File: config.mk
export PLATFORM = sky130hd
export DESIGN_NAME = joydb9_serial_reader_flat
export DESIGN_NICKNAME = d
export VERILOG_FILES = /design/src/rtl/joydb9_serial_reader_if.sv /design/src/rtl/joydb9_serial_reader.sv /design/src/flat_wrapper.sv
export SDC_FILE = /design/constraint.sdc
export NUM_CORES = 1
export LEC_CHECK = 0
export ABC_AREA = 1
export BUFFER_PORTS_ARGS = -buffer_cell sky130_fd_sc_hd__buf_2
export CAP_MARGIN = 10
export CORE_ASPECT_RATIO = 0.9
export CORE_MARGIN = 5
export CORE_UTILIZATION = 30
export CTS_BUF_LIST = sky130_fd_sc_hd__clkbuf_16
export CTS_CLUSTER_SIZE = 24
export DETAILED_ROUTE_END_ITERATION = 8
export GPL_ROUTABILITY_DRIVEN = 0
export GPL_TIMING_DRIVEN = 0
export SETUP_SLACK_MARGIN = 0.5
export SLEW_MARGIN = 25
export SYNTH_ARGS = -nofsm -noshare
export SYNTH_HDL_FRONTEND = slang
export SYNTH_SLANG_ARGS = --single-unit
File: constraint.sdc
create_clock -name clk -period 4.8 [get_ports clk]
set_clock_uncertainty 0.15 [all_clocks]
set_input_delay 0.24 -clock clk [delete_from_list [all_inputs] [get_ports clk]]
set_output_delay 0.24 -clock clk [all_outputs]
set_load 0.005 [all_outputs]
File: src/rtl/joydb9_serial_reader_if.sv
// -----------------------------------------------------------------------------
// joydb9_serial_reader_if
//
// Groups the signals of the DB9 joystick serial reader that are not clock or
// reset: the scan enable, the three wires of the shift-register chain, and the
// published joystick words with their valid strobe.
//
// Signals:
//   enable    scanning enable (low aborts the current frame)
//   joy_data  serial data returned by the chain, active-low buttons
//   joy_clk   shift clock to the chain
//   joy_load  parallel-load strobe to the chain, active-low
//   joy1      port 1 buttons, active-high
//   joy2      port 2 buttons, active-high
//   valid     one-cycle strobe marking a joy1/joy2 update
//
// Modports:
//   master  the reader itself (drives the chain and the joystick words)
//   slave   the platform side (drives enable and the chain data line)
// -----------------------------------------------------------------------------
interface joydb9_serial_reader_if;
  logic       enable;
  logic       joy_data;
  logic       joy_clk;
  logic       joy_load;
  logic [7:0] joy1;
  logic [7:0] joy2;
  logic       valid;

  modport master (
    input  enable,
    input  joy_data,
    output joy_clk,
    output joy_load,
    output joy1,
    output joy2,
    output valid
  );

  modport slave (
    output enable,
    output joy_data,
    input  joy_clk,
    input  joy_load,
    input  joy1,
    input  joy2,
    input  valid
  );
endinterface

File: src/rtl/joydb9_serial_reader.sv
// -----------------------------------------------------------------------------
// joydb9_serial_reader
//
// Initiator side of the DB9 joystick serial link. A tick divider paces the
// protocol: after an idle gap the chain is parallel-loaded (joy_load low for
// one tick), given one settle tick, then clocked 16 times (each bit is one low
// phase followed by one high phase of joy_clk). The bit is captured from the
// synchronised data line at the end of its low phase, just as joy_clk rises.
// Once all 16 bits are in, a single PUBLISH cycle inverts them onto joy1/joy2
// and pulses valid.
//
// Ports:
//   clk      system clock
//   reset_n  asynchronous active-low reset
//   bus      joydb9_serial_reader_if.master
//              enable, joy_data           inputs
//              joy_clk, joy_load          chain controls, registered
//              joy1, joy2, valid          published words, registered
//
// Parameters:
//   CLK_DIV     system cycles per bit-phase tick (>= 4)
//   IDLE_TICKS  ticks spent idle between frames (>= 1)
// -----------------------------------------------------------------------------
module joydb9_serial_reader #(
  parameter int CLK_DIV    = 50,
  parameter int IDLE_TICKS = 1000
) (
  input  logic                    clk,
  input  logic                    reset_n,
  joydb9_serial_reader_if.master  bus
);

  localparam int DIV_W  = (CLK_DIV > 1) ? $clog2(CLK_DIV) : 1;
  localparam int IDLE_W = (IDLE_TICKS > 1) ? $clog2(IDLE_TICKS) : 1;

  localparam logic [DIV_W-1:0]  DIV_LAST  = DIV_W'(CLK_DIV - 1);
  localparam logic [DIV_W-1:0]  DIV_ZERO  = DIV_W'(0);
  localparam logic [DIV_W-1:0]  DIV_ONE   = DIV_W'(1);
  localparam logic [IDLE_W-1:0] IDLE_LAST = IDLE_W'(IDLE_TICKS - 1);
  localparam logic [IDLE_W-1:0] IDLE_ZERO = IDLE_W'(0);
  localparam logic [IDLE_W-1:0] IDLE_ONE  = IDLE_W'(1);

  typedef enum logic [2:0] {
    ST_IDLE    = 3'd0,
    ST_LOAD    = 3'd1,
    ST_SETTLE  = 3'd2,
    ST_BIT_LO  = 3'd3,
    ST_BIT_HI  = 3'd4,
    ST_PUBLISH = 3'd5
  } state_e;

  // Data line synchroniser
  logic              sd1_q;
  logic              sd2_q;

  // Tick divider
  logic [DIV_W-1:0]  div_q;
  logic [DIV_W-1:0]  div_d;
  logic              tick_s;

  // Protocol state
  state_e            state_q;
  state_e            state_d;
  logic [3:0]        bit_idx_q;
  logic [3:0]        bit_idx_d;
  logic [IDLE_W-1:0] idle_cnt_q;
  logic [IDLE_W-1:0] idle_cnt_d;
  logic [15:0]       sr_q;
  logic [15:0]       sr_d;

  // Registered outputs
  logic              joy_clk_q;
  logic              joy_clk_d;
  logic              joy_load_q;
  logic              joy_load_d;
  logic [7:0]        joy1_q;
  logic [7:0]        joy1_d;
  logic [7:0]        joy2_q;
  logic [7:0]        joy2_d;
  logic              valid_q;
  logic              valid_d;

  // Two-flop synchroniser for the asynchronous chain data; idles high (released).
  always_ff @(posedge clk or negedge reset_n) begin
    if (!reset_n) begin
      sd1_q <= 1'b1;
      sd2_q <= 1'b1;
    end else begin
      sd1_q <= bus.joy_data;
      sd2_q <= sd1_q;
    end
  end

  // The divider only reaches its last count while enabled, so tick implies enable.
  assign tick_s = (div_q == DIV_LAST);

  // Divider next-state: free-runs while enabled, parked at zero when disabled
  // and during the PUBLISH cycle so that cycle adds exactly one to the frame.
  always_comb begin
    div_d = div_q;
    if (!bus.enable || (state_q == ST_PUBLISH)) begin
      div_d = DIV_ZERO;
    end else if (tick_s) begin
      div_d = DIV_ZERO;
    end else begin
      div_d = div_q + DIV_ONE;
    end
  end

  // Next-state and registered-output logic of the frame sequencer.
  always_comb begin
    state_d    = state_q;
    bit_idx_d  = bit_idx_q;
    idle_cnt_d = idle_cnt_q;
    sr_d       = sr_q;
    joy_clk_d  = joy_clk_q;
    joy_load_d = joy_load_q;
    joy1_d     = joy1_q;
    joy2_d     = joy2_q;
    valid_d    = 1'b0;

    if (!bus.enable) begin
      // Abort: park the chain, forget the partial frame, restart the idle gap.
      state_d    = ST_IDLE;
      joy_clk_d  = 1'b0;
      joy_load_d = 1'b1;
      bit_idx_d  = 4'd0;
      idle_cnt_d = IDLE_ZERO;
    end else begin
      case (state_q)
        ST_IDLE: begin
          if (tick_s) begin
            if (idle_cnt_q == IDLE_LAST) begin
              idle_cnt_d = IDLE_ZERO;
              joy_load_d = 1'b0;
              state_d    = ST_LOAD;
            end else begin
              idle_cnt_d = idle_cnt_q + IDLE_ONE;
            end
          end else begin
            idle_cnt_d = idle_cnt_q;
          end
        end

        ST_LOAD: begin
          if (tick_s) begin
            joy_load_d = 1'b1;
            state_d    = ST_SETTLE;
          end else begin
            joy_load_d = 1'b0;
          end
        end

        // One extra tick lets the chain's first bit settle after load release.
        ST_SETTLE: begin
          if (tick_s) begin
            state_d = ST_BIT_LO;
          end else begin
            state_d = ST_SETTLE;
          end
        end

        // Capture at the end of the low phase, together with the rising joy_clk.
        ST_BIT_LO: begin
          if (tick_s) begin
            sr_d[bit_idx_q] = sd2_q;
            joy_clk_d       = 1'b1;
            state_d         = ST_BIT_HI;
          end else begin
            joy_clk_d = 1'b0;
          end
        end

        ST_BIT_HI: begin
          if (tick_s) begin
            joy_clk_d = 1'b0;
            if (bit_idx_q == 4'd15) begin
              state_d = ST_PUBLISH;
            end else begin
              bit_idx_d = bit_idx_q + 4'd1;
              state_d   = ST_BIT_LO;
            end
          end else begin
            joy_clk_d = 1'b1;
          end
        end

        // Wire is active-low, published words are active-high.
        ST_PUBLISH: begin
          joy1_d     = ~sr_q[7:0];
          joy2_d     = ~sr_q[15:8];
          valid_d    = 1'b1;
          bit_idx_d  = 4'd0;
          idle_cnt_d = IDLE_ZERO;
          state_d    = ST_IDLE;
        end

        default: begin
          state_d    = ST_IDLE;
          joy_clk_d  = 1'b0;
          joy_load_d = 1'b1;
          bit_idx_d  = 4'd0;
          idle_cnt_d = IDLE_ZERO;
        end
      endcase
    end
  end

  // State, counters, shift register and output registers.
  always_ff @(posedge clk or negedge reset_n) begin
    if (!reset_n) begin
      div_q      <= DIV_ZERO;
      state_q    <= ST_IDLE;
      bit_idx_q  <= 4'd0;
      idle_cnt_q <= IDLE_ZERO;
      sr_q       <= 16'hFFFF;
      joy_clk_q  <= 1'b0;
      joy_load_q <= 1'b1;
      joy1_q     <= 8'h00;
      joy2_q     <= 8'h00;
      valid_q    <= 1'b0;
    end else begin
      div_q      <= div_d;
      state_q    <= state_d;
      bit_idx_q  <= bit_idx_d;
      idle_cnt_q <= idle_cnt_d;
      sr_q       <= sr_d;
      joy_clk_q  <= joy_clk_d;
      joy_load_q <= joy_load_d;
      joy1_q     <= joy1_d;
      joy2_q     <= joy2_d;
      valid_q    <= valid_d;
    end
  end

  assign bus.joy_clk  = joy_clk_q;
  assign bus.joy_load = joy_load_q;
  assign bus.joy1     = joy1_q;
  assign bus.joy2     = joy2_q;
  assign bus.valid    = valid_q;

endmodule
File: src/flat_wrapper.sv
// flat-port wrapper written by rule: the top's interface ports become plain ports
module joydb9_serial_reader_flat 
#(
  parameter int CLK_DIV    = 50,
  parameter int IDLE_TICKS = 1000
)
  (clk, reset_n, bus_enable, bus_joy_data, bus_joy_clk, bus_joy_load, bus_joy1, bus_joy2, bus_valid);
  joydb9_serial_reader_if bus_i ();
  input  logic clk;
  input  logic reset_n;
  input wire logic [$bits(bus_i.enable)-1:0] bus_enable;
  input wire logic [$bits(bus_i.joy_data)-1:0] bus_joy_data;
  output wire logic [$bits(bus_i.joy_clk)-1:0] bus_joy_clk;
  output wire logic [$bits(bus_i.joy_load)-1:0] bus_joy_load;
  output wire logic [$bits(bus_i.joy1)-1:0] bus_joy1;
  output wire logic [$bits(bus_i.joy2)-1:0] bus_joy2;
  output wire logic [$bits(bus_i.valid)-1:0] bus_valid;
  assign bus_i.enable = bus_enable;
  assign bus_i.joy_data = bus_joy_data;
  assign bus_joy_clk = bus_i.joy_clk;
  assign bus_joy_load = bus_i.joy_load;
  assign bus_joy1 = bus_i.joy1;
  assign bus_joy2 = bus_i.joy2;
  assign bus_valid = bus_i.valid;
  joydb9_serial_reader #(.CLK_DIV(CLK_DIV), .IDLE_TICKS(IDLE_TICKS)) u_core (.clk(clk), .reset_n(reset_n), .bus(bus_i));
endmodule
==> impl_metrics.tcl <==
set metrics [dict create \
    wire_per_inst_um 12.26 \
    first_pass_iters 4 \
    root_buffer "clkbuf_16" \
    setup_viol 0 \
    fillCellCount 995 \
    status "complete, no violations" \
    post_dp_cell_area_um2 3278 \
    ant_nets 0 \
    grt_max_degree 61 \
    synth_cells 345 \
    clkSlewWorstSetupHoldPaths_ns 0.05 \
    reg2reg_to "u_core.state_q[2]$_DFFE_PN0P_" \
    dp_hpwl_um 4431 \
    fmax_mhz 584.7 \
    grt_usage_pct 11.49 \
    hold_viol_final 0 \
    routed-via-count 2419 \
    layout.nets 390 \
    ys_seq_area_share_pct 50.62 \
    ctsHtreeMaxLevel 3 \
    std_cell_rows 34 \
    grt_overflow 0 \
    synth_cell_type_count 30 \
    drtIter0Drc 131 \
    ir_drop_mv 0.2046 \
    syn_area_um2 3013 \
    cp.required_ns 4.92 \
    insertion_delay_ns 0.33 \
    r2r_slack_ns 3.09 \
    rsz0062_at_grt "no" \
    worstRegToRegCells 7 \
    critPathKind "reg -> reg" \
    reg2reg_from "u_core.bit_idx_q[0]$_DFFE_PN0P_" \
    drt_wl_total_um 6254 \
    slew_viol_final 0 \
    cp_top_family "simple AND/OR/NAND/NOR gates" \
    power.density_nw_per_um2 449.1 \
    die_h_um 105.1 \
    route.detailed.drc 0 \
    critPathCaptureType "flip-flop" \
    hp-start "bus_enable" \
    fin_crit_sh_pct 35.63 \
    slowest_stage "dfrtp_1" \
    multi_input_area_um2 1255 \
    core_um2 9742 \
    cts_tree "built" \
    register_area_um2 1525 \
    hold-path-endpoint "u_core.bit_idx_q[3]$_DFFE_PN0P_" \
    arrival_ns 1.83 \
    grt_pass1_wl_um 11210 \
    io_pins 23 \
    drive_gt1_share_pct 23.44 \
    fin_setup_tns_ns 0 \
    leakage_nw 1.622 \
    synth_area_leaders "dfrtp_1, dfstp_2, nand2_1, nand3_1, o31ai_1" \
    dieArea_um2 12150 \
    post-synth-top-area-fraction_pct 34.05 \
    first_global_vias 2413 \
    cap_violations 0 \
    min_period_ns 1.710 \
    area_growth_syn_to_layout_pct 18.65 \
    n_antenna_cell 0 \
    die_x_um 115.6 \
    clock-sinks 60 \
    worst-path-max-fanout 7 \
    holdPathStages 3 \
    cpPeakStageDelay_ns 0.39 \
    slew_headroom_pct 49.91 \
    ctsLongestPathBuffers 2 \
    synth_top_area_cell "dfrtp_1" \
    setup.worst_path.start_class "flip-flop" \
    stdcell_area_um2 3575 \
    min_path_type "in -> reg" \
    viasPerCell 4.743 \
    synth_warnings 0 \
    synth-seq-cells 60 \
    numPortBuffers 21 \
    syn_nets 356 \
    worstMarginPinSlew_ns 0.7513 \
    antenna_found_initial 0 \
    crit_buf_inv 1 \
    cts_buffers 9 \
    synth_area_per_cell_um2 8.733 \
    postCtsSetupBuffers 0 \
    path_cells "ha_1 > nand3_1 > inv_1 > nand2_1 > a21oi_1 > nand3_1 > nand2_1" \
    start_util_pct 30.93 \
]
==> cells in the final DEF (no fill, tap or decap), types with 9 or more instances in the layout <==
cell type,n
nand2_1,68
nand3_1,39
clkbuf_16,9
nor2_1,28
dfstp_2,19
o21ai_1,21
buf_2,23
inv_1,27
dfrtp_1,41
o21ai_0,21
o31ai_1,16
==> stage by stage <==
step                setup slack [ns]  std cells  hold slack [ns]  utilization, %  total power [mW]
finish                         3.090        510          0.07216           36.69             1.605
global route                   2.909        510          0.09489           36.69             1.718
CTS                            3.081        510          0.07261           36.69             1.631
detailed placement             3.093        492           0.1962           33.65             1.029
global placement               3.124        492           0.1958           33.62             1.018
floorplan                      3.288        345          -0.2056               -            0.8869
==> worst max-delay path by stage <==
| stage | depth (start not counted) | startpoint | to | slack, ns |
|---|---|---|---|---|
| floorplan | 8 | u_core.div_q[1]$_DFF_PN0_ | u_core.bit_idx_q[2]$_DFFE_PN0P_ | 3.29 |
| global placement | 8 | u_core.div_q[1]$_DFF_PN0_ | u_core.bit_idx_q[1]$_DFFE_PN0P_ | 3.12 |
| detailed placement | 8 | u_core.div_q[1]$_DFF_PN0_ | u_core.bit_idx_q[0]$_DFFE_PN0P_ | 3.09 |
| CTS | 8 | u_core.div_q[1]$_DFF_PN0_ | u_core.bit_idx_q[0]$_DFFE_PN0P_ | 3.08 |
| global route | 7 | u_core.bit_idx_q[1]$_DFFE_PN0P_ | u_core.state_q[2]$_DFFE_PN0P_ | 2.91 |
| finish | 7 | u_core.bit_idx_q[0]$_DFFE_PN0P_ | u_core.state_q[2]$_DFFE_PN0P_ | 3.09 |
==> what timing repair did <==
| item | CTS | global route |
|---|---|---|
| gates resized for setup | 0 | 0 |
| hold endpoints to repair | 42 | 0 |
| hold buffers | 2 | 0 |
==> synthesized netlist by cell type <==
cell	number
and3_1	1
ha_1	7
xor2_1	2
xnor2_1	2
nand2_1	68
clkbuf_1	1
dfrtp_1	41
o2111ai_1	1
nand3_2	1
inv_1	27
dfstp_2	19
inv_2	6
o21ai_0	21
nor2_1	28
clkinv_1	1
nand3_1	39
o31ai_1	16
nor2_2	3
a21oi_1	5
nand2_4	1
buf_2	3
nor2_4	3
buf_4	1
o21ai_1	21
nor3b_1	3
nor3_1	3
buf_6	7
nand2_2	6
a21oi_2	3
nand4_1	5
==> final cells by class <==
type	instances	area share, %
multi-input cells	239	35.11
repair buffers	23	3.570
clock buffers	9	6.300
inverters	34	3.570
clock inverters	7	1.435
well taps	126	4.410
flip-flops and latches	60	42.67
plain buffers	12	2.940
==> flip-flops by register name, summed over array words and instances, names as in the netlist, 3 cells and up <==
register and flops:
u_core.bus.joy1 8, u_core.idle_cnt_q 10, u_core.bit_idx_q 4, u_core.bus.joy2 8, u_core.state_q 3, u_core.sr_q 16
u_core.div_q 6
==> cell families (layout without fill, tap and decap cells) <==
kind of cell             Yosys count  in the layout  synth area share, %
AND/OR/NAND/NOR                  161            161                24.63
AO/OA/AOI/OAI                     67             67                12.96
flip-flops                        60             60                50.62
buffers and inverters             46             85                7.724
adder cells (fa/ha/maj)            7              7                2.907
XOR/XNOR                           4              4                1.163
==> worst register-to-register path, cell delays in order, from the launching register on <==
cell	delay (ns)
dfrtp_1	0.39
ha_1	0.28
nand3_1	0.27
inv_1	0.15
nand2_1	0.06
a21oi_1	0.19
nand3_1	0.10
nand2_1	0.06
==> power by group <==
part | leakage (nW) | total (mW) | internal (mW) | switching [mW]
Clock | 0.132 | 0.589 | 0.350 | 0.239
Sequential | 0.726 | 0.670 | 0.605 | 0.0646
Combinational | 0.764 | 0.346 | 0.145 | 0.202
Total | 1.62 | 1.61 | 1.10 | 0.506
==> layer usage <==
layer | vias up | GRT usage, % | share of wire [%]
met3 | 7 | 4.682 | 5.1
met4 | 0 | 3.397 | 1.1
met5 | - | 0 | 0
met2 | 54 | 18.64 | 48
met1 | 1135 | 14.02 | 46
li1 | 1223 | - | -
Note: power is estimated with default switching activity, not from simulation.
